**src/rtl/alu_seq.sv**
```systemverilog
// Sequential saturating ALU: single-cycle ADD/SUB/NOT/PASS, shift-add MUL, double-dabble DGT/DST.
// Optional out_sat/out_zero flag outputs are enabled by defining ALU_SEQ_FLAGS_EN.
module alu_seq #(
    parameter int WIDTH  = 11,
    parameter int DIGITS = 3
) (
    input  logic                    clk,
    input  logic                    rst_n,
    input  logic                    in_valid,
    output logic                    in_ready,
    input  logic [3:0]              inst,
    input  logic signed [WIDTH-1:0] arg1,
    input  logic signed [WIDTH-1:0] arg2,
    input  logic signed [WIDTH-1:0] acc,
    output logic                    out_valid,
    input  logic                    out_ready,
    output logic signed [WIDTH-1:0] out
`ifdef ALU_SEQ_FLAGS_EN
    ,
    output logic                    out_sat,
    output logic                    out_zero
`endif
);

    localparam int SAT_MAX = 10**DIGITS - 1;
    localparam int RW = 2*WIDTH + 1;
    localparam int BW = 4*DIGITS;
    localparam int CW = $clog2(WIDTH);

    localparam logic signed [RW-1:0] SMAX_R = RW'(SAT_MAX);
    localparam logic [2*WIDTH-1:0]   SMAX_P = (2*WIDTH)'(SAT_MAX);
    localparam logic [WIDTH-1:0]     SMAX_W = WIDTH'(SAT_MAX);

    localparam logic [3:0] OP_ADD = 4'd5;
    localparam logic [3:0] OP_SUB = 4'd6;
    localparam logic [3:0] OP_MUL = 4'd7;
    localparam logic [3:0] OP_NOT = 4'd8;
    localparam logic [3:0] OP_DGT = 4'd10;
    localparam logic [3:0] OP_DST = 4'd11;

    typedef enum logic [1:0] {IDLE, MUL, CONV, DONE} state_t;

    state_t                  state_q;
    logic [3:0]              op_q;
    logic signed [WIDTH-1:0] a1_q, a2_q, acc_q, out_q;
    logic [2*WIDTH-1:0]      mcand_q, prod_q;
    logic [WIDTH-1:0]        mplier_q, bin_q;
    logic [BW-1:0]           bcd_q;
    logic [CW-1:0]           cnt_q;
    logic                    out_valid_q;

    function automatic logic [WIDTH-1:0] mag(input logic signed [WIDTH-1:0] v);
        return v[WIDTH-1] ? WIDTH'(-v) : WIDTH'(v);
    endfunction

    function automatic logic [WIDTH:0] clamp(input logic signed [RW-1:0] v);
        if (v > SMAX_R)
            return {1'b1, WIDTH'(SAT_MAX)};
        else if (v < -SMAX_R)
            return {1'b1, WIDTH'(-SAT_MAX)};
        return {1'b0, v[WIDTH-1:0]};
    endfunction

    assign in_ready  = (state_q == IDLE) && !out_valid_q;
    assign out_valid = out_valid_q;
    assign out       = out_q;

    logic is_mul, is_conv, accept, last;
    logic [WIDTH-1:0] acc_mag, acc_clip;

    assign is_mul   = (inst == OP_MUL);
    assign is_conv  = (inst == OP_DGT) || (inst == OP_DST);
    assign accept   = in_valid && in_ready;
    assign last     = (cnt_q == CW'(WIDTH-1));
    assign acc_mag  = mag(acc);
    assign acc_clip = (acc_mag > SMAX_W) ? SMAX_W : acc_mag;

    // Single-cycle ops evaluated straight from the request inputs.
    logic signed [RW-1:0]    fx;
    logic signed [WIDTH-1:0] f_res;
    logic                    f_sat;

    always_comb begin
        fx = '0;
        case (inst)
            OP_ADD:  fx = RW'(acc) + RW'(arg1);
            OP_SUB:  fx = RW'(acc) - RW'(arg1);
            OP_NOT:  fx = (acc == '0) ? RW'(100) : '0;
            default: fx = RW'(acc);
        endcase
        {f_sat, f_res} = clamp(fx);
        if (!(inst inside {OP_ADD, OP_SUB, OP_NOT})) begin
            f_res = acc;
            f_sat = 1'b0;
        end
    end

    // Final-cycle results of the iterative ops.
    logic [2*WIDTH-1:0]      pnx, pmag;
    logic [WIDTH-1:0]        mag_w, dmag, amag_q;
    logic signed [WIDTH-1:0] m_res, c_res, s_res;
    logic                    m_sat, c_sat, s_sat, idx_ok, neg;
    logic [BW-1:0]           bcd_adj, bcd_nx, bcd_mod;
    logic [3:0]              d, dgt, dval;

    always_comb begin
        pnx    = prod_q + (mplier_q[0] ? mcand_q : '0);
        m_sat  = (pnx > SMAX_P);
        pmag   = m_sat ? SMAX_P : pnx;
        mag_w  = pmag[WIDTH-1:0];
        m_res  = (acc_q[WIDTH-1] ^ a1_q[WIDTH-1]) ? -$signed(mag_w)
                                                  : $signed(mag_w);

        bcd_adj = '0;
        d       = '0;
        for (int i = 0; i < DIGITS; i++) begin
            d = bcd_q[4*i +: 4];
            bcd_adj[4*i +: 4] = (d >= 4'd5) ? d + 4'd3 : d;
        end
        bcd_nx = {bcd_adj[BW-2:0], bin_q[WIDTH-1]};

        idx_ok = !a1_q[WIDTH-1] && ($unsigned(a1_q) < WIDTH'(DIGITS));
        if (a2_q[WIDTH-1])
            dval = 4'd0;
        else if ($unsigned(a2_q) > WIDTH'(9))
            dval = 4'd9;
        else
            dval = a2_q[3:0];

        dgt     = '0;
        bcd_mod = bcd_nx;
        for (int i = 0; i < DIGITS; i++) begin
            if (idx_ok && ($unsigned(a1_q) == WIDTH'(i))) begin
                dgt = bcd_nx[4*i +: 4];
                bcd_mod[4*i +: 4] = dval;
            end
        end

        dmag = '0;
        for (int i = DIGITS-1; i >= 0; i--)
            dmag = dmag * WIDTH'(10) + WIDTH'(bcd_mod[4*i +: 4]);

        neg    = acc_q[WIDTH-1];
        amag_q = mag(acc_q);
        if (op_q == OP_DST) begin
            c_res = neg ? -$signed(dmag) : $signed(dmag);
            c_sat = (amag_q > SMAX_W);
        end else begin
            c_res = neg ? -$signed(WIDTH'(dgt)) : $signed(WIDTH'(dgt));
            c_sat = 1'b0;
        end

        s_res = (state_q == MUL) ? m_res : c_res;
        s_sat = (state_q == MUL) ? m_sat : c_sat;
    end

    logic                    ld;
    logic signed [WIDTH-1:0] res_d;
    logic                    sat_d;

    assign ld    = (accept && !is_mul && !is_conv)
                 || (((state_q == MUL) || (state_q == CONV)) && last);
    assign res_d = (state_q == IDLE) ? f_res : s_res;
    assign sat_d = (state_q == IDLE) ? f_sat : s_sat;

    always_ff @(posedge clk or negedge rst_n) begin
        if (!rst_n) begin
            state_q     <= IDLE;
            op_q        <= '0;
            a1_q        <= '0;
            a2_q        <= '0;
            acc_q       <= '0;
            mcand_q     <= '0;
            mplier_q    <= '0;
            prod_q      <= '0;
            bin_q       <= '0;
            bcd_q       <= '0;
            cnt_q       <= '0;
            out_q       <= '0;
            out_valid_q <= 1'b0;
        end else begin
            unique case (state_q)
                IDLE: begin
                    if (accept) begin
                        op_q     <= inst;
                        a1_q     <= arg1;
                        a2_q     <= arg2;
                        acc_q    <= acc;
                        cnt_q    <= '0;
                        mcand_q  <= {{WIDTH{1'b0}}, acc_mag};
                        mplier_q <= mag(arg1);
                        prod_q   <= '0;
                        bin_q    <= acc_clip;
                        bcd_q    <= '0;
                        unique case (1'b1)
                            is_mul:  state_q <= MUL;
                            is_conv: state_q <= CONV;
                            default: begin
                                out_q       <= res_d;
                                out_valid_q <= 1'b1;
                                state_q     <= DONE;
                            end
                        endcase
                    end
                end
                MUL, CONV: begin
                    mcand_q  <= mcand_q << 1;
                    mplier_q <= mplier_q >> 1;
                    prod_q   <= pnx;
                    bin_q    <= bin_q << 1;
                    bcd_q    <= bcd_nx;
                    cnt_q    <= cnt_q + 1'b1;
                    if (last) begin
                        out_q       <= res_d;
                        out_valid_q <= 1'b1;
                        state_q     <= DONE;
                    end
                end
                DONE: begin
                    if (out_ready) begin
                        out_valid_q <= 1'b0;
                        state_q     <= IDLE;
                    end
                end
                default: state_q <= IDLE;
            endcase
        end
    end

`ifdef ALU_SEQ_FLAGS_EN
    logic sat_q, zero_q;

    always_ff @(posedge clk or negedge rst_n) begin
        if (!rst_n) begin
            sat_q  <= 1'b0;
            zero_q <= 1'b0;
        end else if (ld) begin
            sat_q  <= sat_d;
            zero_q <= (res_d == '0);
        end
    end

    assign out_sat  = sat_q;
    assign out_zero = zero_q;
`else
    logic unused_flags;
    assign unused_flags = sat_d ^ ld;
`endif

endmodule

```
**config.mk**
```make
export PLATFORM = sky130hd
export DESIGN_NAME = alu_seq
export DESIGN_NICKNAME = d
export VERILOG_FILES = /design/src/rtl/alu_seq.sv
export SDC_FILE = /design/constraint.sdc
export NUM_CORES = 1
export LEC_CHECK = 0
export CORE_ASPECT_RATIO = 1.4
export CORE_MARGIN = 3
export CORE_UTILIZATION = 50
export CTS_CLUSTER_DIAMETER = 30
export DETAILED_ROUTE_END_ITERATION = 6
export GPL_TIMING_DRIVEN = 0
export HOLD_SLACK_MARGIN = 0.03
export PLACE_DENSITY = 0.71
export REMOVE_ABC_BUFFERS = 1
export SLEW_MARGIN = 30
export SYNTH_ARGS = -nofsm -noshare
export SYNTH_HDL_FRONTEND = slang
export SYNTH_SLANG_ARGS = --single-unit
```
**constraint.sdc**
```tcl
create_clock -name clk -period 5.1 [get_ports clk]
set_input_delay 1.02 -clock clk [delete_from_list [all_inputs] [get_ports clk]]
set_output_delay 1.02 -clock clk [all_outputs]
set_load 0.02 [all_outputs]
```
# After elaboration in Yosys (flattened, before gate mapping)
# Cells that the tools add are included.
# totals
regBits	133
out_inout_bits	13
# classes
mul	2
eq_ne	17
n_lt_le_gt_ge	9
addsub	14
bitwise_logic	1
n_mux	56
reduce_logical	21
# op_table
cell	n
two-way mux 11 bit	19
case mux 22 bit (2 select lines)	2
case mux 23 bit (3 select lines)	1
two-way mux 22 bit	3
case mux 11 bit (2 select lines)	3
two-way mux 4 bit	11
negation 11 bit	4
case mux 12 bit (2 select lines)	1
greater-than comparator 23 x 11 -> 1 bit (second input constant)	1
< comparator 23 x 11 -> 1 bit (second input constant)	1
adder 22 bit	1
greater-than comparator 22 x 10 -> 1 bit (second input constant)	1
zero test 11 bit	2
== test 4 bit (second input constant)	5
adder 11 x 11 -> 12 bit	1
== test 4 x 3 -> 1 bit (second input constant)	3
greater-or-equal comparator 4 x 3 -> 1 bit (second input constant)	3
two-way mux 12 bit	1
subtractor 11 x 11 -> 12 bit	1
adder 11 x 4 -> 11 bit	1
== test 11 x 1 -> 1 bit (second input constant)	1
== test 11 x 2 -> 1 bit (second input constant)	1
greater-than comparator 11 x 10 -> 1 bit (second input constant)	1
greater-than comparator 11 x 4 -> 1 bit (second input constant)	1
other kinds (30)	51

# Depth between registers and ports, before layout
# depth
depth_word	16
mapped_depth	28
ltp_nobuf	28

# Worst setup path after synthesis
# No wires, ideal clock.
# synth_path
path_kind	register to register
from	reg a1_q[8]
to	reg out_q[9], in the netlist out[9]
period_less_slack_ps	5682
setup_ps	126
required_ps	4974
path_slack_ps	-582
stages_incl_launch_ff	24
arrival_time_ps	5556
cell_sequence	dfrtp_1 -> nor4_1 -> and3_1 -> nand2_1 -> mux2i_1 -> ha_1 -> ha_1 -> inv_1 -> fa_1 -> nor3b_1 -> xor2_1 -> xnor2_1 -> ha_1 -> ha_1 -> o21ai_0 -> nor2_1 -> or4_1 -> a21oi_1 -> o21ai_0 -> o21ai_0 -> xnor2_1 -> a211oi_1 -> a21oi_1 -> a221o_1
# synth_between
elab_chain_len	16
# synth_rtl
item	line	rtl
from (decl)	45	logic signed [WIDTH-1:0] a1_q, a2_q, acc_q, out_q;
from (signal assigned)	186	a1_q <= arg1;
< comparator 11 x 2 -> 1 bit	122	idx_ok = !a1_q[WIDTH-1] && ($unsigned(a1_q) < WIDTH'(DIGITS));
logical AND 1 bit	122	
logical AND 1 bit	133	if (idx_ok && ($unsigned(a1_q) == WIDTH'(i))) begin
two-way mux 4 bit	133	
multiplier 4 x 3 -> 7 bit	141	dmag = dmag * WIDTH'(10) + WIDTH'(bcd_mod[4*i +: 4]);
adder 8 x 4 -> 9 bit	141	
multiplier 9 x 3 -> 10 bit	141	
adder 11 x 4 -> 11 bit	141	
negation 11 bit	146	c_res = neg ? -$signed(dmag) : $signed(dmag);
two-way mux 11 bit	146	
two-way mux 11 bit (*)	145	if (op_q == OP_DST) begin
two-way mux 11 bit (*)	153	s_res = (state_q == MUL) ? m_res : c_res;
two-way mux 11 bit (*)	163	assign res_d = (state_q == IDLE) ? f_res : s_res;
two-way mux 11 bit	195	unique case (1'b1)
two-way mux 11 bit	184	if (accept) begin
case mux 11 bit (2 select lines) (*)	182	unique case (state_q)
to (signal assigned)	199	out_q <= res_d;
to (signal assigned)	214	out_q <= res_d;
to (decl)	45	
# Mark *: on every way between the ends. The rest lies on a longest branch, timed or not. The select of a mux whose other input is x is not followed.
# A chain may end at the register's enable or synchronous reset.

# Worst setup path after layout
# layout_path
from	reg a2_q[5]
to	reg out_q[9], in the netlist out[9]
# layout_between
elab_chain_len	16
# layout_rtl
item	line	rtl
from (decl)	45	
from (signal assigned)	187	a2_q <= arg2;
greater-than comparator 11 x 4 -> 1 bit (*)	125	else if ($unsigned(a2_q) > WIDTH'(9))
two-way mux 4 bit (*)	125	
two-way mux 4 bit (*)	123	if (a2_q[WIDTH-1])
two-way mux 4 bit	133	
multiplier 4 x 3 -> 7 bit	141	
adder 8 x 4 -> 9 bit	141	
multiplier 9 x 3 -> 10 bit	141	
adder 11 x 4 -> 11 bit (*)	141	
negation 11 bit	146	
two-way mux 11 bit (*)	146	
two-way mux 11 bit (*)	145	
two-way mux 11 bit (*)	153	
two-way mux 11 bit (*)	163	
two-way mux 11 bit	195	
two-way mux 11 bit	184	
case mux 11 bit (2 select lines) (*)	182	
# Marks and branches as above.

==> reports/metrics.csv <==
stage;metric;value;unit
route;vias;10300;
floorplanning;Ports;54;
outcome;failing checks;negative setup slack;
global_route;met1 usage;31.4;%
critical_path;Critical Path Sink Type;flop;
sta;final count of negative-setup-slack endpoints;6;
floorplanning;total die area;22900;um^2
clocking;deepest clock path buffer count;2;
yosys;post-synth top area cell;dfrtp_1;
sta;Slew @ Worst Pin;920;ps
global_route;antenna violations before repair;0;
yosys;flip-flop and latch count after synthesis;123;
yosys;Syn Inst Count;1254;
route;1st-iter DRT viols;984;
final_layout;Area Overhead vs Synth;23.2;%
global_route;met3 usage;4.07;%
critical_path;CP top delay family;simple AND/OR/NAND/NOR gates;
outcome;status;complete, but fails checks;
critical_path;Worst setup SP type;flop;
placement;Detailed Place HPWL;21.6;mm
sta;period utilization;112;%
sta;Worst Skew;7.33;ps
clocking;Skew-Pair Late Insertion Delay;430;ps
clocking;H-tree depth;4;
floorplanning;CORE AREA;20600;um^2
route;post-DR vias/cell;6.48;
yosys;asr flop ratio synth;100;%
placement;Buffers on Ports;53;
yosys;YS warnings;0;
sta;Setup TNS Final;-1930;ps
route;Total Routed Length;32.2;mm
clocking;Sink Count;123;
global_route;largest net degree at the start of global routing;87;
clocking;hold buffers post-CTS;0;
floorplanning;Die H;178;um
sta;fmax;0.176;GHz
placement;pre-CTS WS;-1650;ps
critical_path;Critical Path RT;5420;ps
global_route;first-pass GRT wire length;49.2;mm
global_route;GR Util met2;46.1;%
route;Detailed Routing Iterations Pass 1;5;
route;Residual DRC;0;
global_route;GRT Overall Usage;26.5;%
sta;Max Slew Vio Count;0;
critical_path;worst path cell trace;or4_4, nor4_4, nand2_2, buf_4, o21ai_2, ha_2, inv_1, fa_2, nor2b_1, o21ai_2, xor2_2, ha_1, ha_2, o21ai_4, nor2_4, or4_4, a21oi_4, o21ai_2, o21ai_1, xnor2_1, a211oi_2, a21oi_2, a221o_1;
critical_path;crit path max-delay cell type;or4_4;
yosys;leading post-synthesis cells by cell area;dfrtp_1, ha_1, a21oi_1;
floorplanning;Die W;129;um
yosys;Cell Area, Synth;10600;um^2
floorplanning;Initial Utilization;51.2;%
global_route;vias in the first global route;10100;
worst_hold_path;HP Class;input port to asynchronous set/reset pin;
sta;final setup margin;-597;ps
yosys;Post-synth EDFFs;0;
sta;RSZ-0062 raised after global routing;true;
final_layout;fin util;63.1;%
yosys;ys flop type;dfrtp_1;
critical_path;crit path DAT;6020;ps
yosys;count of cell types in the netlist;90;
critical_path;crit path max fanout;4;
clocking;total CTS buffers;17;
sta;Final Hold Viols;0;
final_layout;share of cells above drive strength 1;18.6;%
critical_path;Most common cell on crit path;o21ai_2;
critical_path;worst stage delay on the critical path;590;ps
floorplanning;FP Rows;62;
global_route;GRT Residual Overflow;0;
sta;Slew Limit Headroom;37.7;%
final_layout;nets@finish;1445;
final_layout;diode count;0;
critical_path;CP Buf/Inv Count;2;
yosys;Avg Inst Size Synth;8.43;um^2
clocking;Worst-path clk slew;60;ps
yosys;register area share after synthesis;29.1;%
job;Max-Cap Viols;0;
yosys;Synth top area share;29.1;%
sta;minimum clock period;5700;ps
route;Final ANT Viol Nets;0;
clocking;CTS tree;built;
placement;Inst Count DP;1509;
clocking;Root Driver;clkbuf_16;
route;Avg WL per Cell;20.2;um
placement;Final GP Congestion;0.932;
critical_path;Worst Path Class, Setup;flop to flop;
global_route;most used routing layer;met2;
final_layout;final std cells w/o fill;1592;
-- stage by stage --
stage                     instance area (um^2)  hold WS (ps)
after floorplan                          10300           440
after global placement                   11200           455
after detailed placement                 11300           457
after CTS                                12300           464
after global routing                     13000           472
final                                    13000           461
-- placed cells by master (no fill, tap or decap), types with 11 or more instances in the layout --
cell type,Yosys,routed
nand2_1,130,123
dfrtp_1,123,122
a21oi_1,103,94
nor2_1,91,85
o21ai_0,84,74
ha_1,74,54
buf_4,0,53
inv_1,50,46
clkdlybuf4s50_1,0,45
xor2_1,37,34
xnor2_1,37,32
a22o_1,31,31
and2_1,30,28
mux2_2,24,24
nand3_1,25,23
o22ai_1,19,19
o211ai_1,18,18
clkbuf_16,0,17
nand2b_1,17,16
mux2i_1,19,15
o31ai_1,17,14
a21o_1,13,13
a211oi_1,19,13
nor2b_1,12,12
nand4_1,12,12
nor3_1,14,12
or3_1,11,11
ha_2,0,11
-- synthesized netlist by cell type, types with 12 or more instances --
| library cell | instances |
|---|---|
| nand2_1 | 130 |
| o31ai_1 | 17 |
| mux2i_1 | 19 |
| xnor2_1 | 37 |
| nand2b_1 | 17 |
| o21ai_0 | 84 |
| a21oi_1 | 103 |
| nand3_1 | 25 |
| nor2b_1 | 12 |
| o22ai_1 | 19 |
| nor2_1 | 91 |
| mux2_2 | 24 |
| ha_1 | 74 |
| a21o_1 | 13 |
| nand4_1 | 12 |
| a211oi_1 | 19 |
| xor2_1 | 37 |
| o211ai_1 | 18 |
| a22o_1 | 31 |
| nor3_1 | 14 |
| dfrtp_1 | 123 |
| and2_1 | 30 |
| clkbuf_1 | 52 |
| inv_1 | 50 |
-- cell type report --
cell class | instances | area, um^2
clock buffer | 20 | 457
clock inverter | 11 | 143
fill | 1689 | 7620
inverter | 50 | 188
multi-input combinational | 1018 | 7750
sequential | 123 | 3080
tap | 256 | 320
timing repair buffer | 114 | 1070
-- state kept, by name (all words and copies together) (netlist names), 2 cells and up --
| signal | flops |
|---|---|
| a1_q | 11 |
| mcand_q | 22 |
| bin_q | 11 |
| out | 11 |
| mplier_q | 11 |
| prod_q | 22 |
| bcd_q | 12 |
| op_q | 4 |
| a2_q | 11 |
| cnt_q | 4 |
| state_q | 2 |
-- logic make-up (layout without fill, tap and decap cells) --
kind of cell,after synthesis,after routing,synth area share [%]
compound gates,422,422,27.2
xor+xnor,76,76,6.50
fa+ha+maj,81,81,9.99
buf+inv,113,195,4.29
flops,123,123,29.1
mux,43,43,4.36
simple gates,396,396,18.5
-- layer usage --
layer | vias up | part of all wire [%]
li1 | 4791 | -
met1 | 5066 | 40
met2 | 340 | 51
met3 | 119 | 4.1
met4 | 0 | 4.7
met5 | - | 0
-- path summary, 6_finish.rpt --
| check | cells past startpoint | to | slack [ps] | from |
|---|---|---|---|---|
| max | 23 | out[9]$_DFFE_PN0P_ | -600 | a2_q[5]$_DFFE_PN0P_ |
| min reg2reg | 2 | bin_q[0]$_DFFE_PN0P_ | 470 | bin_q[0]$_DFFE_PN0P_ |
| max reg2reg | 23 | out[9]$_DFFE_PN0P_ | -600 | a2_q[5]$_DFFE_PN0P_ |
| max in group asynchronous | 2 | mplier_q[0]$_DFFE_PN0P_ | 3850 | rst_n |
| min | 1 | prod_q[18]$_DFFE_PN0P_ | 460 | rst_n |
| min in group clk | 2 | bin_q[0]$_DFFE_PN0P_ | 470 | bin_q[0]$_DFFE_PN0P_ |
-- repair_timing --
action / 4_1_cts / 5_1_grt
gates resized for setup: 63 / 92
pin swaps: 24 / 62
setup endpoints to repair: 11 / 11
gates cloned: 0 / 0
buffers inserted: 23 / 29
Power is not shown: default switching activity piles up to over one toggle a cycle in this logic, so the estimate is an artifact.
